### config.mk
export PLATFORM = sky130hd
export DESIGN_NAME = serial_frame_tx
export DESIGN_NICKNAME = d
export VERILOG_FILES = /design/src/rtl/serial_frame_pkg.sv /design/src/rtl/piso_shift.sv /design/src/rtl/serial_frame_tx.sv
export SDC_FILE = /design/constraint.sdc
export NUM_CORES = 1
export LEC_CHECK = 0
export CAP_MARGIN = 20
export CORE_MARGIN = 2
export CORE_UTILIZATION = 54
export CTS_CLUSTER_SIZE = 24
export DETAILED_ROUTE_END_ITERATION = 10
export HOLD_SLACK_MARGIN = 0.12
export PLACE_DENSITY = 0.77
export SLEW_MARGIN = 10
export SYNTH_ARGS = -nofsm -noshare
export SYNTH_HDL_FRONTEND = slang
export SYNTH_HIERARCHICAL = 1
export SYNTH_SLANG_ARGS = --single-unit
### constraint.sdc
create_clock -name clk -period 3.6 [get_ports clk]
set_input_delay 0.72 -clock clk [delete_from_list [all_inputs] [get_ports clk]]
set_output_delay 0.72 -clock clk [all_outputs]
set_load 0.02 [all_outputs]
### src/rtl/serial_frame_pkg.sv
// Shared types and defaults for the serial frame transmitter.
package serial_frame_pkg;

    typedef enum logic [1:0] {
        StIdle,
        StSendStart,
        StSendLen,
        StSendData
    } tx_state_t;

    localparam int unsigned START_W_DEF = 4;
    localparam logic [START_W_DEF-1:0] START_PAT_DEF = 4'b1101;
    localparam int unsigned LEN_W_DEF = 8;
    localparam int unsigned BYTE_W = 8;

endpackage

### src/rtl/piso_shift.sv
// Parallel-in/serial-out shift register; load wins over shift, zeros shift in at the LSB.
module piso_shift #(
    parameter int unsigned WIDTH = 8
) (
    input  logic             clk,
    input  logic             rst,
    input  logic             load,
    input  logic             shift_en,
    input  logic [WIDTH-1:0] din,
    output logic             msb
);

    logic [WIDTH-1:0] sr_q;

    always_ff @(posedge clk) begin
        if (rst) begin
            sr_q <= '0;
        end else if (load) begin
            sr_q <= din;
        end else if (shift_en) begin
            sr_q <= {sr_q[WIDTH-2:0], 1'b0};
        end
    end

    assign msb = sr_q[WIDTH-1];

endmodule

### src/rtl/serial_frame_tx.sv
// Serial frame transmitter: start pattern, length field, then payload bits, all MSB first.
module serial_frame_tx
    import serial_frame_pkg::*;
#(
    parameter int unsigned              START_W   = START_W_DEF,
    parameter logic [START_W-1:0]       START_PAT = START_PAT_DEF,
    parameter int unsigned              LEN_W     = LEN_W_DEF
) (
    input  logic              clk,
    input  logic              rst,
    input  logic              start,
    input  logic [LEN_W-1:0]  len,
    input  logic [BYTE_W-1:0] din,
    input  logic              din_valid,
    output logic              din_ready,
    output logic              ser_out,
    output logic              ser_out_valid,
    output logic              busy,
    output logic              done,
    output logic              underrun
);

    localparam logic [LEN_W-1:0] START_LAST = LEN_W'(START_W - 1);
    localparam logic [LEN_W-1:0] LEN_LAST   = LEN_W'(LEN_W - 1);

    tx_state_t state_q, state_d;
    logic [LEN_W-1:0]   cnt_q, cnt_d, cnt_nxt;
    logic [LEN_W-1:0]   len_q, len_d;
    logic [LEN_W-1:0]   fetch_q, fetch_d, fetch_after, fetch_init;
    logic [LEN_W:0]     len_round;
    logic [START_W-1:0] pat_q, pat_d;
    logic [BYTE_W-1:0]  buf_q, buf_d;
    logic               full_q, full_d;
    logic ser_q, ser_d, valid_q, valid_d, busy_q, busy_d, done_q, done_d, und_q, und_d;
    logic               hs, group, skip;
    logic               len_load, len_shift, len_msb;
    logic               dat_load, dat_shift, dat_msb;
    logic [BYTE_W-1:0]  dat_din;

    piso_shift #(.WIDTH(LEN_W)) u_len_shift (
        .clk      (clk),
        .rst      (rst),
        .load     (len_load),
        .shift_en (len_shift),
        .din      (len),
        .msb      (len_msb)
    );

    piso_shift #(.WIDTH(BYTE_W)) u_dat_shift (
        .clk      (clk),
        .rst      (rst),
        .load     (dat_load),
        .shift_en (dat_shift),
        .din      (dat_din),
        .msb      (dat_msb)
    );

    assign din_ready  = (state_q != StIdle) && !full_q && (fetch_q != '0);
    assign hs         = din_valid && din_ready;
    assign len_round  = {1'b0, len} + (LEN_W+1)'(BYTE_W - 1);
    assign fetch_init = LEN_W'(len_round >> 3);
    assign cnt_nxt    = cnt_q + LEN_W'(1);

    // ser_d is the bit shown in the next cycle; shifters advance as their bit is taken.
    always_comb begin
        state_d   = state_q;
        cnt_d     = cnt_q;
        len_d     = len_q;
        pat_d     = pat_q;
        buf_d     = buf_q;
        full_d    = full_q;
        ser_d     = 1'b0;
        done_d    = 1'b0;
        und_d     = 1'b0;
        group     = 1'b0;
        skip      = 1'b0;
        len_load  = 1'b0;
        len_shift = 1'b0;
        dat_load  = 1'b0;
        dat_shift = 1'b0;
        dat_din   = '0;

        unique case (state_q)
            StIdle: begin
                if (start) begin
                    state_d  = StSendStart;
                    cnt_d    = '0;
                    len_d    = len;
                    full_d   = 1'b0;
                    len_load = 1'b1;
                    ser_d    = START_PAT[START_W-1];
                    pat_d    = START_PAT << 1;
                end
            end
            StSendStart: begin
                if (cnt_q == START_LAST) begin
                    state_d = StSendLen;
                    cnt_d   = '0;
                end else begin
                    cnt_d = cnt_nxt;
                end
                if (cnt_q == START_LAST) begin
                    ser_d     = len_msb;
                    len_shift = 1'b1;
                end else begin
                    ser_d = pat_q[START_W-1];
                    pat_d = pat_q << 1;
                end
            end
            StSendLen: begin
                if (cnt_q == LEN_LAST) begin
                    cnt_d = '0;
                    if (len_q != '0) begin
                        state_d = StSendData;
                        group   = 1'b1;
                    end else begin
                        state_d = StIdle;
                        done_d  = 1'b1;
                    end
                end else begin
                    cnt_d     = cnt_nxt;
                    ser_d     = len_msb;
                    len_shift = 1'b1;
                end
            end
            StSendData: begin
                if (cnt_q == len_q - LEN_W'(1)) begin
                    state_d = StIdle;
                    cnt_d   = '0;
                    done_d  = 1'b1;
                end else begin
                    cnt_d = cnt_nxt;
                    if (cnt_nxt[2:0] == 3'd0) begin
                        group = 1'b1;
                    end else begin
                        ser_d     = dat_msb;
                        dat_shift = 1'b1;
                    end
                end
            end
            default: state_d = StIdle;
        endcase

        if (hs) begin
            buf_d  = din;
            full_d = 1'b1;
        end

        if (group) begin
            dat_load = 1'b1;
            if (full_q) begin
                ser_d   = buf_q[BYTE_W-1];
                dat_din = {buf_q[BYTE_W-2:0], 1'b0};
                full_d  = 1'b0;
            end else begin
                // Missing byte: send zeros and consume its fetch slot.
                und_d = 1'b1;
                skip  = 1'b1;
            end
        end

        fetch_after = fetch_q - LEN_W'(hs);
        if (skip && fetch_after != '0) begin
            fetch_after = fetch_after - LEN_W'(1);
        end
        if (state_q == StIdle) begin
            fetch_d = start ? fetch_init : fetch_q;
        end else begin
            fetch_d = fetch_after;
        end

        busy_d  = (state_d != StIdle);
        valid_d = (state_d == StSendData);
    end

    always_ff @(posedge clk) begin
        if (rst) begin
            state_q <= StIdle;
            cnt_q   <= '0;
            len_q   <= '0;
            fetch_q <= '0;
            pat_q   <= '0;
            buf_q   <= '0;
            full_q  <= 1'b0;
            ser_q   <= 1'b0;
            valid_q <= 1'b0;
            busy_q  <= 1'b0;
            done_q  <= 1'b0;
            und_q   <= 1'b0;
        end else begin
            state_q <= state_d;
            cnt_q   <= cnt_d;
            len_q   <= len_d;
            fetch_q <= fetch_d;
            pat_q   <= pat_d;
            buf_q   <= buf_d;
            full_q  <= full_d;
            ser_q   <= ser_d;
            valid_q <= valid_d;
            busy_q  <= busy_d;
            done_q  <= done_d;
            und_q   <= und_d;
        end
    end

    assign ser_out       = ser_q;
    assign ser_out_valid = valid_q;
    assign busy          = busy_q;
    assign done          = done_q;
    assign underrun      = und_q;

endmodule

== Yosys cells after proc, flatten, opt, wreduce, memory -nomap -nowiden ==
Cells that the tools add are included.
Storage, ports and cells
  register bits: 60
  output and inout port bits: 6
  logic and storage cells: 100
Cells by class
  add/subtract/negate cells: 5
  eq/ne operators: 9
  mux-type cells: 55
  reduce and logical (&&, ||, !) cells: 17
Operators by type and width (number)
  two-way mux 8 bit: 13
  one-hot mux 8 bit (4 select lines): 1
  two-way mux 1 bit: 28
  nonzero test 8 bit: 3
  subtractor 8 x 1 -> 8 bit (second input constant): 2
  two-way mux 2 bit: 5
  nonzero test 2 bit: 5
  adder 8 x 3 -> 9 bit (second input constant): 1
  adder 8 x 1 -> 8 bit (second input constant): 1
  == test 8 x 2 -> 1 bit (second input constant): 1
  == test 8 x 3 -> 1 bit (second input constant): 1
  == test 8 bit: 1
  two-way mux 4 bit: 2
  one-hot mux 2 bit (4 select lines): 1
  one-hot mux 4 bit (2 select lines): 1
  subtractor 8 x 1 -> 8 bit: 1
  == test 2 bit (second input constant): 3
  one-hot mux 1 bit (2 select lines): 3
  logical AND 1 bit: 4
  inequality test 2 bit (second input constant): 2
  one-hot mux 1 bit (4 select lines): 1
  logical NOT 3 bit: 1
  AND reduction 3 bit: 1
  == test 2 x 1 -> 1 bit (second input constant): 1
  3 further kinds: 3

== Depth between registers and ports, before layout ==
  depth in word-level cells: 9
  depth in mapped cells: 15
  mapped depth without buffers: 14

== Modules after synthesis ==
The synthesis kept the hierarchy.
By module, submodules not included
  serial_frame_tx: times used 1, cells an instance 393, area each 2940.3 um^2
  piso_shift: times used 2, cells an instance 35, area each 369.1 um^2

== Worst setup path after synthesis ==
OpenSTA, ideal clock, no wires.
  path type: reg2reg
  start point: register state_q[1]
  end point: register fetch_q[1]
  library setup time: 122 ps
  arrival time: 3963 ps
  required time: 3478 ps
  slack: -484 ps
  cell stages (with the launch flop): 16
  buffers on the path: 1
  cell sequence: dfxtp_1 -> inv_1 -> ha_1 -> clkbuf_1 -> a211oi_1 -> nand2_1 -> clkinv_1 -> ha_1 -> ha_1 -> nor3b_1 -> nand2_1 -> xor2_1 -> and3_1 -> a21oi_1 -> nand2_1 -> a221o_1
Between the ends
  cells in the longest elaborated chain, start to end: 9
  elaborated cells on any way between the ends: 16
  those cells by class: 2 x add/sub; 3 x eq/ne; 4 x mux; 7 x reduce/logical
RTL lines
  start, declared: line serial_frame_tx.sv:26  | tx_state_t state_q, state_d;
  start signal, assigned: line serial_frame_tx.sv:178  | state_q <= StIdle;
  start signal, assigned: line serial_frame_tx.sv:191  | state_q <= state_d;
  nonzero test 2 bit (*): line serial_frame_tx.sv:58  | assign din_ready = (state_q != StIdle) && !full_q && (fetch_q != '0);
  logical AND 1 bit (*) (2 in series): line serial_frame_tx.sv:58
  net din_ready: line serial_frame_tx.sv:15  | output logic din_ready,
  logical AND 1 bit (*): line serial_frame_tx.sv:59  | assign hs = din_valid && din_ready;
  net hs: line serial_frame_tx.sv:35  | logic hs, group, skip;
  subtractor 8 x 1 -> 8 bit (*): line serial_frame_tx.sv:162  | fetch_after = fetch_q - LEN_W'(hs);
  parallel branches: the longest is 2 deep, another holds subtractor 8 x 1 -> 8 bit
  two-way mux 8 bit (*): line serial_frame_tx.sv:163  | if (skip && fetch_after != '0) begin
  two-way mux 8 bit (*): line serial_frame_tx.sv:166  | if (state_q == StIdle) begin
  end signal, assigned: line serial_frame_tx.sv:194  | fetch_q <= fetch_d;
  end, declared: line serial_frame_tx.sv:29  | logic [LEN_W-1:0] fetch_q, fetch_d, fetch_after, fetch_init;
Mark *: on every way through the listed nets, which the timed path passes.
A chain may end at the register's enable or synchronous reset.

== Worst setup path in the final report ==
  start point: register fetch_q[2]
  end point: register fetch_q[4]
Between the ends
  cells in the longest elaborated chain, start to end: 8
  elaborated cells on any way between the ends: 9
  those cells by class: 2 x add/sub; 2 x mux; 5 x reduce/logical
RTL lines (line)
  nonzero test 8 bit (*): serial_frame_tx.sv:58
  logical AND 1 bit (*): serial_frame_tx.sv:58
  logical AND 1 bit (*): serial_frame_tx.sv:59
  net hs: serial_frame_tx.sv:35
  subtractor 8 x 1 -> 8 bit (*): serial_frame_tx.sv:162
  parallel branches: the longest is 2 deep, another holds subtractor 8 x 1 -> 8 bit
  two-way mux 8 bit (*): serial_frame_tx.sv:163
  two-way mux 8 bit (*): serial_frame_tx.sv:166
Marked as above.

==> run metrics <==
nets 520; status complete, no violations; Layout Cells excl Fill 571; routed wire length per instance 15.2 um; hold_sp buf_q[3]; worst hold path class flop to flop; first-pass GRT wire length 14700 um; CP startpoint kind flop; type of element capturing the critical path flop; H-tree depth 3; worst r2r src fetch_q[2]; largest net degree at the start of global routing 40; # rows 30; Synth warnings 6; Pwr Density 726 nW/um^2; EDFF count, synth 0; core area 6680 um^2; initial antenna violation count 0; FF+latch count, synth 59; FMAX 0.292 GHz; 1st-pass router iterations 5; Post-Place Cells 556; Die W between 80 and 90 um; Mapped Nets roughly 500; cts bufs inserted 9; initial DRC count around 320; period utilisation layout 95.2%; maximum VDD drop about 0.00057 V; register area 1180 um^2; critical path fanouts, max 8; Slew @ Worst Pin 768 ps; clock skew around 6.4 ps; hold_buf cts 0; FILL cells 600; Mean Syn Cell Area 7.94 um^2; root buffer cell clkbuf_8; Worst R2R Path Depth 13; commonest cells after routing, fill and taps aside nand2_1, dfxtp_1, a21oi_1; detailed placement HPWL 6320 um; Congestion Overflow GR 0; ys async rst share 0%; CTS tree done; Rel. slew slack 48.6%; diode count 0; cells after synthesis approximately 460; top_reg_cell synth dfxtp_1; final slew viol count 0; sequential-to-total area share from yosys stat around 32%; area of the multi-input gates between 2000 and 2500 um^2; clk_lat worst skew about 340 ps; Area Growth Syn to Fin 13.9%; Die ar. 7490 um^2; Post-Synthesis Cell Area 3680 um^2; leading cell type in the layout, fill and taps excluded nand2_1; Buffers on Ports 25; MaxCap Viol Count 0; Die H 86.5 um; P_leak ~1.6 nW; crit path kind flop to flop; worst path required time ~3800 ps; routed via count 3447; io pins 26; synth unique cells 62; DRC 0; GRT Util Overall ~24%; Worst Hold Depth 2; share of cells above drive strength 1 a little under 9%; # setup viols final 0; Worst-path clk slew 70 ps; Vias/cell 6.04; Clock Path Buffers 2; Initial Utilization a little under three fifths; antenna viol nets, final 0; DRT Wirelength just under 9000 um; CTS sink cnt 59; worst hold margin 453 ps; RD Place Congestion about 1.1; Hold Vio Cnt, Final 0; vias in the first global route 3229; launch point of the critical path fetch_q[2]; WP data arrival 3650 ps; Tmin final 3430 ps
## cell type report
cell class / instances / share of cell area (%)
Sequential cell: 59 / 28.2
Multi-Input combinational cell: 361 / 55.2
Clock buffer: 9 / 2.96
Timing Repair Buffer: 36 / 7.83
Clock inverter: 6 / 1.58
Tap cell: 80 / 2.39
Inverter: 20 / 1.85
## where the power goes
| part | switching (mW) | total [mW] | internal (mW) |
|---|---|---|---|
| Combinational | 0.897 | 1.51 | 0.617 |
| Sequential | 0.154 | 0.934 | 0.781 |
| Clock | 0.279 | 0.595 | 0.316 |
## cell families after synthesis
kind of cell	after synthesis	share of synthesized area (%)
and+or+nand+nor	197	27.2
AOI/OAI and AO/OA	113	21.0
DFF	59	32.1
buffers and inverters	43	5.71
xor gates and xnor gates	20	4.76
muxes	17	4.69
adders and majority gates	13	4.42
other	1	0.102
## stage by stage
step	worst slack, ps	setup TNS (ps)	power, mW	utilization [%]	area, um^2
after detailed placement	147	0	2.42	59.7	3990
after global routing	-29.3	-29.3	3.26	62.7	4190
after global placement	235	0	2.38	59.7	3990
after floorplan	32.4	0	2.00	-	3690
final	174	0	3.04	62.7	4190
after CTS	230	0	3.01	62.5	4180
## Yosys cell counts, drive strengths merged (4+ instances only)
cell	count	area [um^2]
nor4	8	65.1
buf	9	66.3
xor2	9	78.8
clkbuf	12	46.3
a211oi	19	143
xnor2	11	96.3
a21oi	36	180
nor3b	6	45.0
nand2	69	259
nor2b	18	113
o21a	5	45.0
o311ai	4	35.0
o21ai	17	85.1
nor2	28	105
mux2i	15	150
nand3	14	70.1
and3	21	131
dfxtp	59	1180
inv	19	73.8
a31oi	5	31.3
ha	13	163
nor3	14	70.1
## sequential cells by signal (all words and copies together), names as in the netlist
register          count
state_q               2
buf_q                 8
pat_q                 3
underrun              1
busy                  1
ser_out               1
full_q                1
done                  1
cnt_q                 8
ser_out_valid         1
len_q                 8
u_dat_shift/sr_q      8
fetch_q               8
u_len_shift/sr_q      8
## worst paths after layout
check,slack [ps],to
setup reg to reg,170,fetch_q[4]
hold / removal,450,buf_q[3]
setup / recovery,170,fetch_q[4]
hold reg to reg,450,buf_q[3]
## worst max-delay path: stages (launching register included)
cell and delay (ps):
dfxtp_1 410, nor4_1 450, a211oi_4 120, nand2_2 100, clkinv_1 80, ha_1 220
ha_1 210, buf_4 160, o41ai_1 470, buf_4 200, nand3b_1 140, o21ai_0 330
nor2_1 110, o311ai_0 300
## metal layers
metal	GRT usage (%)	up-vias	share of wire (%)
met4	6.82	0	1.1
met1	31.3	1579	45
met5	0	-	0
met2	41.5	140	48
li1	-	1716	-
met3	5.14	12	5.7
## timing repair
action | 4_1_cts | 5_1_grt
setup buffers | 0 | 0
endpoints found under the hold margin | 0 | 0
setup endpoints to repair | 0 | 4
resized for setup | 0 | 2
Power figures use the tool's default switching activity.
